--- config.mk ---
export PLATFORM = sky130hd
export DESIGN_NAME = id_ex_stage
export DESIGN_NICKNAME = d
export VERILOG_FILES = /design/src/rtl/id_ex_stage.sv
export SDC_FILE = /design/constraint.sdc
export NUM_CORES = 1
export LEC_CHECK = 0
export BUFFER_PORTS_ARGS = -buffer_cell sky130_fd_sc_hd__buf_2
export CAP_MARGIN = 25
export CORE_ASPECT_RATIO = 1.1
export CORE_UTILIZATION = 35
export CTS_CLUSTER_DIAMETER = 200
export DETAILED_ROUTE_END_ITERATION = 10
export HOLD_SLACK_MARGIN = 0.08
export PLACE_DENSITY = 0.66
export SKIP_CTS_REPAIR_TIMING = 1
export SLEW_MARGIN = 20
export SYNTH_ARGS = -nofsm -noshare
export SYNTH_HDL_FRONTEND = slang
export SYNTH_SLANG_ARGS = --single-unit
--- constraint.sdc ---
create_clock -name clk -period 1.92 [get_ports clk]
set_input_delay 0.288 -clock clk [delete_from_list [all_inputs] [get_ports clk]]
set_output_delay 0.288 -clock clk [all_outputs]
set_load 0.1 [all_outputs]
--- src/rtl/id_ex_stage.sv ---
// id_ex_stage
// ID/EX pipeline register with load-use hazard detection.
// Captures the decoder control bundle, the ID operands and the register
// indices, and presents them to EX one cycle later. When the instruction in
// EX is a load whose destination feeds the ID instruction, the stage asks
// PC/IF-ID to stall and loads a bubble. A saturating counter tracks how many
// hazard bubbles were inserted.
//
// Ports:
//   clk, rst_n          clock, asynchronous active-low reset
//   hold_i              freeze every register (memory-system stall)
//   flush_i             squash: next load is a bubble, never stalls
//   id_valid_i          ID slot holds a real instruction
//   id_opcode_i         ID opcode, drives source-usage decode
//   id_<ctrl>_i         decoder controls (aluop, memtoreg, jump, memread,
//                       memwrite, regwrite, alusrc, luiorauipc)
//   id_<data>_i         pc, rs1/rs2 data, imm, rs1/rs2/rd, funct3, funct7b5
//   ex_*_o              registered copies of the id_* fields for EX
//   ex_valid_o          EX slot holds a real instruction
//   stall_o             load-use stall request (combinational)
//   bubble_cnt_o        saturating count of hazard bubbles
module id_ex_stage #(
    parameter int XLEN  = 32,
    parameter int CNT_W = 16
) (
    input  logic             clk,
    input  logic             rst_n,
    input  logic             hold_i,
    input  logic             flush_i,
    input  logic             id_valid_i,
    input  logic [6:0]       id_opcode_i,
    input  logic [1:0]       id_aluop_i,
    input  logic [1:0]       id_memtoreg_i,
    input  logic [1:0]       id_jump_i,
    input  logic             id_memread_i,
    input  logic             id_memwrite_i,
    input  logic             id_regwrite_i,
    input  logic             id_alusrc_i,
    input  logic             id_luiorauipc_i,
    input  logic [XLEN-1:0]  id_pc_i,
    input  logic [XLEN-1:0]  id_rs1_data_i,
    input  logic [XLEN-1:0]  id_rs2_data_i,
    input  logic [XLEN-1:0]  id_imm_i,
    input  logic [4:0]       id_rs1_i,
    input  logic [4:0]       id_rs2_i,
    input  logic [4:0]       id_rd_i,
    input  logic [2:0]       id_funct3_i,
    input  logic             id_funct7b5_i,
    output logic [6:0]       ex_opcode_o,
    output logic [1:0]       ex_aluop_o,
    output logic [1:0]       ex_memtoreg_o,
    output logic [1:0]       ex_jump_o,
    output logic             ex_memread_o,
    output logic             ex_memwrite_o,
    output logic             ex_regwrite_o,
    output logic             ex_alusrc_o,
    output logic             ex_luiorauipc_o,
    output logic [XLEN-1:0]  ex_pc_o,
    output logic [XLEN-1:0]  ex_rs1_data_o,
    output logic [XLEN-1:0]  ex_rs2_data_o,
    output logic [XLEN-1:0]  ex_imm_o,
    output logic [4:0]       ex_rs1_o,
    output logic [4:0]       ex_rs2_o,
    output logic [4:0]       ex_rd_o,
    output logic [2:0]       ex_funct3_o,
    output logic             ex_funct7b5_o,
    output logic             ex_valid_o,
    output logic             stall_o,
    output logic [CNT_W-1:0] bubble_cnt_o
);

    localparam logic [6:0] OP_LOAD   = 7'b0000011;
    localparam logic [6:0] OP_FENCE  = 7'b0001111;
    localparam logic [6:0] OP_IMM    = 7'b0010011;
    localparam logic [6:0] OP_AUIPC  = 7'b0010111;
    localparam logic [6:0] OP_STORE  = 7'b0100011;
    localparam logic [6:0] OP_R      = 7'b0110011;
    localparam logic [6:0] OP_LUI    = 7'b0110111;
    localparam logic [6:0] OP_BRANCH = 7'b1100011;
    localparam logic [6:0] OP_JALR   = 7'b1100111;
    localparam logic [6:0] OP_JAL    = 7'b1101111;
    localparam logic [6:0] OP_SYSTEM = 7'b1110011;

    // Controls are the fields a bubble must force to zero.
    typedef struct packed {
        logic [1:0] aluop;
        logic [1:0] memtoreg;
        logic [1:0] jump;
        logic       memread;
        logic       memwrite;
        logic       regwrite;
        logic       alusrc;
        logic       luiorauipc;
    } ctrl_t;

    // Data fields are captured on every non-held edge, bubble or not.
    typedef struct packed {
        logic [XLEN-1:0] pc;
        logic [XLEN-1:0] rs1_data;
        logic [XLEN-1:0] rs2_data;
        logic [XLEN-1:0] imm;
        logic [6:0]      opcode;
        logic [4:0]      rs1;
        logic [4:0]      rs2;
        logic [4:0]      rd;
        logic [2:0]      funct3;
        logic            funct7b5;
    } data_t;

    ctrl_t            id_ctrl, ctrl_d, ctrl_q;
    data_t            id_data, data_d, data_q;
    logic             valid_d, valid_q;
    logic [CNT_W-1:0] cnt_d, cnt_q;
    logic             uses_rs1, uses_rs2, hazard, load_ok;

    assign id_ctrl = {id_aluop_i, id_memtoreg_i, id_jump_i, id_memread_i,
                      id_memwrite_i, id_regwrite_i, id_alusrc_i, id_luiorauipc_i};
    assign id_data = {id_pc_i, id_rs1_data_i, id_rs2_data_i, id_imm_i, id_opcode_i,
                      id_rs1_i, id_rs2_i, id_rd_i, id_funct3_i, id_funct7b5_i};

    // Unknown opcodes read neither source, so they can never stall.
    always_comb begin
        uses_rs1 = 1'b0;
        uses_rs2 = 1'b0;
        case (id_opcode_i)
            OP_R, OP_STORE, OP_BRANCH: begin
                uses_rs1 = 1'b1;
                uses_rs2 = 1'b1;
            end
            OP_LOAD, OP_FENCE, OP_IMM, OP_JALR, OP_SYSTEM: uses_rs1 = 1'b1;
            default: ;
        endcase
    end

    assign hazard = valid_q & ctrl_q.memread & (data_q.rd != 5'd0) & id_valid_i &
                    ((uses_rs1 & (data_q.rd == id_rs1_i)) |
                     (uses_rs2 & (data_q.rd == id_rs2_i)));
    assign stall_o = hazard & ~flush_i;

    // Controls pass only for a real, unsquashed, non-stalled instruction;
    // anything else becomes a bubble with known-zero controls.
    assign load_ok = id_valid_i & ~flush_i & ~hazard;

    always_comb begin
        ctrl_d  = ctrl_q;
        data_d  = data_q;
        valid_d = valid_q;
        cnt_d   = cnt_q;
        if (!hold_i) begin
            data_d  = id_data;
            valid_d = load_ok;
            ctrl_d  = load_ok ? id_ctrl : '0;
            if (hazard && !flush_i && (cnt_q != '1))
                cnt_d = cnt_q + CNT_W'(1);
        end
    end

    always_ff @(posedge clk or negedge rst_n) begin
        if (!rst_n) begin
            ctrl_q  <= '0;
            data_q  <= '0;
            valid_q <= 1'b0;
            cnt_q   <= '0;
        end else begin
            ctrl_q  <= ctrl_d;
            data_q  <= data_d;
            valid_q <= valid_d;
            cnt_q   <= cnt_d;
        end
    end

    assign ex_aluop_o      = ctrl_q.aluop;
    assign ex_memtoreg_o   = ctrl_q.memtoreg;
    assign ex_jump_o       = ctrl_q.jump;
    assign ex_memread_o    = ctrl_q.memread;
    assign ex_memwrite_o   = ctrl_q.memwrite;
    assign ex_regwrite_o   = ctrl_q.regwrite;
    assign ex_alusrc_o     = ctrl_q.alusrc;
    assign ex_luiorauipc_o = ctrl_q.luiorauipc;
    assign ex_pc_o         = data_q.pc;
    assign ex_rs1_data_o   = data_q.rs1_data;
    assign ex_rs2_data_o   = data_q.rs2_data;
    assign ex_imm_o        = data_q.imm;
    assign ex_opcode_o     = data_q.opcode;
    assign ex_rs1_o        = data_q.rs1;
    assign ex_rs2_o        = data_q.rs2;
    assign ex_rd_o         = data_q.rd;
    assign ex_funct3_o     = data_q.funct3;
    assign ex_funct7b5_o   = data_q.funct7b5;
    assign ex_valid_o      = valid_q;
    assign bubble_cnt_o    = cnt_q;

endmodule

==> results.txt <==
Max-cap viol count: 0
Clock Skews: 0.0113 ns
Number of synthesis warnings: 0
Largest net degree at the start of global routing: 89
Max incr delay on CP: 0.53 ns
Starting Density: 35.7%
Clock Tree Buf Depth: 2
Syn avg cell area: 15.3 sq um
Avg WL per Cell: 16.0 um
TNS Setup: -4.98 ns
WS Path Type: reg2out
Die Span X: 138 um
WL final: 18300 um
Clk pwr share: 30.5%
Reg power frac: 37.0%
End of the worst register-to-register path: bubble_cnt_o[5]
Failing checks: setup timing
Sw Ratio: 42.0%
Worst-path clk slew: 0.08 ns
Register area share after synthesis: 64.2%
Hold Vio Cnt, Final: 0
Vias in the first global route: 5191
Cell Chain, Critical Path: or4_4 > o211ai_2 > nor2_2 > o21ai_4 > clkinvlp_4 > buf_12
Slew headroom: 53.9%
Worst R2R Path Depth: 9
P_int: 6.82 mW
Core Region: 0.0199 sq mm
Nature of the critical path endpoint: output pin
Number of flops mapped to enable cells by yosys: 0
Root buffer cell: clkbuf_16
Unrepaired setup endpoints after global routing: true
Slew Limit Fails: 0
Synth Cell Area: 0.00709 sq mm
Grt total ovfl: 0
PnR worst setup slack: -0.487 ns
First-pass GRT wire length: 26600 um
Top-count cell post-synth: dfrtp_1
Share of Yosys cell area claimed by the top area cell type: 64.2%
Drt pass-1 iters: 5
Drt first-iter violations: 173
PortBufs: 352
# nets final: 1046
Cell Pwr Density: 1120 mW/mm^2
Final setup viols: 29
Most instantiated cells after synthesis: dfrtp_1 (182), mux2_2 (154), clkbuf_1 (15)
Global-route usage over all layers: 16.8%
Mapped Nets: 635
Worst vdd ir: 561 uV
Outcome: finished, violations left
Sw Pwr: 4.94 mW
Post-Synthesis Cells: 464
Comb power frac: 32.6%
WP data required: 1.63 ns
CTS tree: yes
Critical Path Start: ex_rd_o[2]
Area Growth Syn to Fin: 48.7%
Rows: 54
R2r setup slk: -0.25 ns
Antenna violations before repair: 1
Fillers: 1723
Die Area: 0.0208 sq mm
Clock Sinks: 182
Slew at the pin closest to its max-slew limit: 0.689 ns
Final antenna-violating net count: 0
Tmin final: 2.41 ns
F_max: 415 MHz
Final Util: 53.1%
Crit-path max FO: 2
Flops & latches, synth: 182
DR vias/cell: 4.57
Crit path to: stall_o
Die Y: 151 um
Largest cells by area after synthesis: dfrtp_1 (64%), mux2_2 (24%), xor2_1 (1.6%)
Reg2reg start: ex_rd_o[2]
Ys async rst share: 100%
Vias: 5209
Global placer's final weighted congestion: 0.785
Synth unique cells: 36
Synth area leader: dfrtp_1
Min-Delay Path Class: in2reg
Share of cells above drive strength 1: 68.6%
CP max-delay cell: or4_4
CTS Buf Count: 17
Leakage power: 5.14 nW
Detail Placement HPWL: 13300 um
H-tree depth: 4
Clock Latency Late Sink: 0.42 ns
I/O pins: 353
Drt drc: 0
Top_reg_cell synth: dfrtp_1
Worst setup SP type: flip-flop
WP data arrival: 2.12 ns
Dpl ws: -0.269 ns
Tot Pwr: 11.8 mW
Crit share post-route: 125%
worst min-delay path by stage:
| stage | start | endpoint | cells past startpoint |
|---|---|---|---|
| 5_1_grt | id_rs1_data_i[12] | ex_rs1_data_o[12] | 2 |
| 6_report | id_regwrite_i | ex_regwrite_o | 2 |
| 3_5_place_dp | rst_n | ex_imm_o[27] | 1 |
| 2_1_floorplan | rst_n | bubble_cnt_o[0] | 0 |
| 4_1_cts | rst_n | ex_imm_o[27] | 1 |
| 3_3_place_gp | rst_n | ex_rs1_data_o[5] | 1 |
cells in the final DEF (no fill, tap or decap), drive strengths merged, types with 3 or more instances in the layout:
cell,count
clkbuf,17
dfrtp,182
xnor2,11
mux2,155
xor2,13
a22o,11
nand2,10
nand2b,3
nand3,9
buf,380
clkinv,9
inv,5
nor3,13
nand4,3
dlygate4sd3,33
nor2,14
state kept, by name (all words and copies together), names as in the netlist, 3 cells and up:
register       flops
bubble_cnt_o      16
ex_opcode_o        7
ex_rs1_data_o     32
ex_rs2_data_o     32
ex_rd_o            5
ex_funct3_o        3
ex_rs1_o           5
ex_imm_o          32
ex_pc_o           32
ex_rs2_o           5
power groups by stage:
stage / logic (mW) / clock network (mW) / registers [mW]
5_1_grt: 3.96 / 3.82 / 4.40
3_3_place_gp: 3.77 / 0 / 4.40
2_1_floorplan: 0.452 / 0 / 6.94
4_1_cts: 3.79 / 3.67 / 4.35
3_5_place_dp: 3.79 / 0 / 4.42
6_report: 3.83 / 3.59 / 4.35
stage by stage:
stage	cells	hold slack, ns	cell area, sq um
2_1_floorplan	464	-0.00759	7160
3_3_place_gp	1071	0.229	9400
3_5_place_dp	1071	0.228	9400
4_1_cts	1103	-0.232	10000
5_1_grt	1141	0.0803	10500
6_report	1141	0.0846	10500
cells by family (layout without fill, tap and decap cells):
family / count (synthesis) / after routing / share of synthesized area [%]
fa+ha+maj: 1 / 1 / 0.176
compound gates: 18 / 18 / 2.24
mux: 155 / 155 / 24.7
flops: 182 / 182 / 64.2
other cells: 0 / 1 / 0
simple gates: 62 / 62 / 4.52
xor+xnor: 24 / 24 / 2.96
buf+inv: 22 / 446 / 1.22
area by class of cell:
type	instances	area (sq um)	area share, %
Inverter	1	7.51	0.0712
Sequential cell	182	4590	43.6
Clock inverter	15	194	1.84
Multi-Input combinational cell	260	2600	24.7
Antenna cell	1	2.50	0.0237
Clock buffer	17	425	4.03
Timing Repair Buffer	413	2400	22.8
Tap cell	252	315	2.99
metal layers:
| metal | share of wire (%) | GRT usage, % | up-vias |
|---|---|---|---|
| li1 | - | - | 2463 |
| met1 | 40 | 19.5 | 2536 |
| met2 | 52 | 28.5 | 191 |
| met3 | 6.7 | 5.66 | 19 |
| met4 | 1.5 | 6.25 | 0 |
| met5 | 0 | 0 | - |
worst max-delay path, delay by kind of cell, from the launching register on:
kind                   cells  cell delay (ns)
AO/OA/AOI/OAI              2             0.29
AND/OR/NAND/NOR            2             0.62
flip-flops                 1             0.48
buffers and inverters      2             0.30
(Power assumes the default switching activity.)
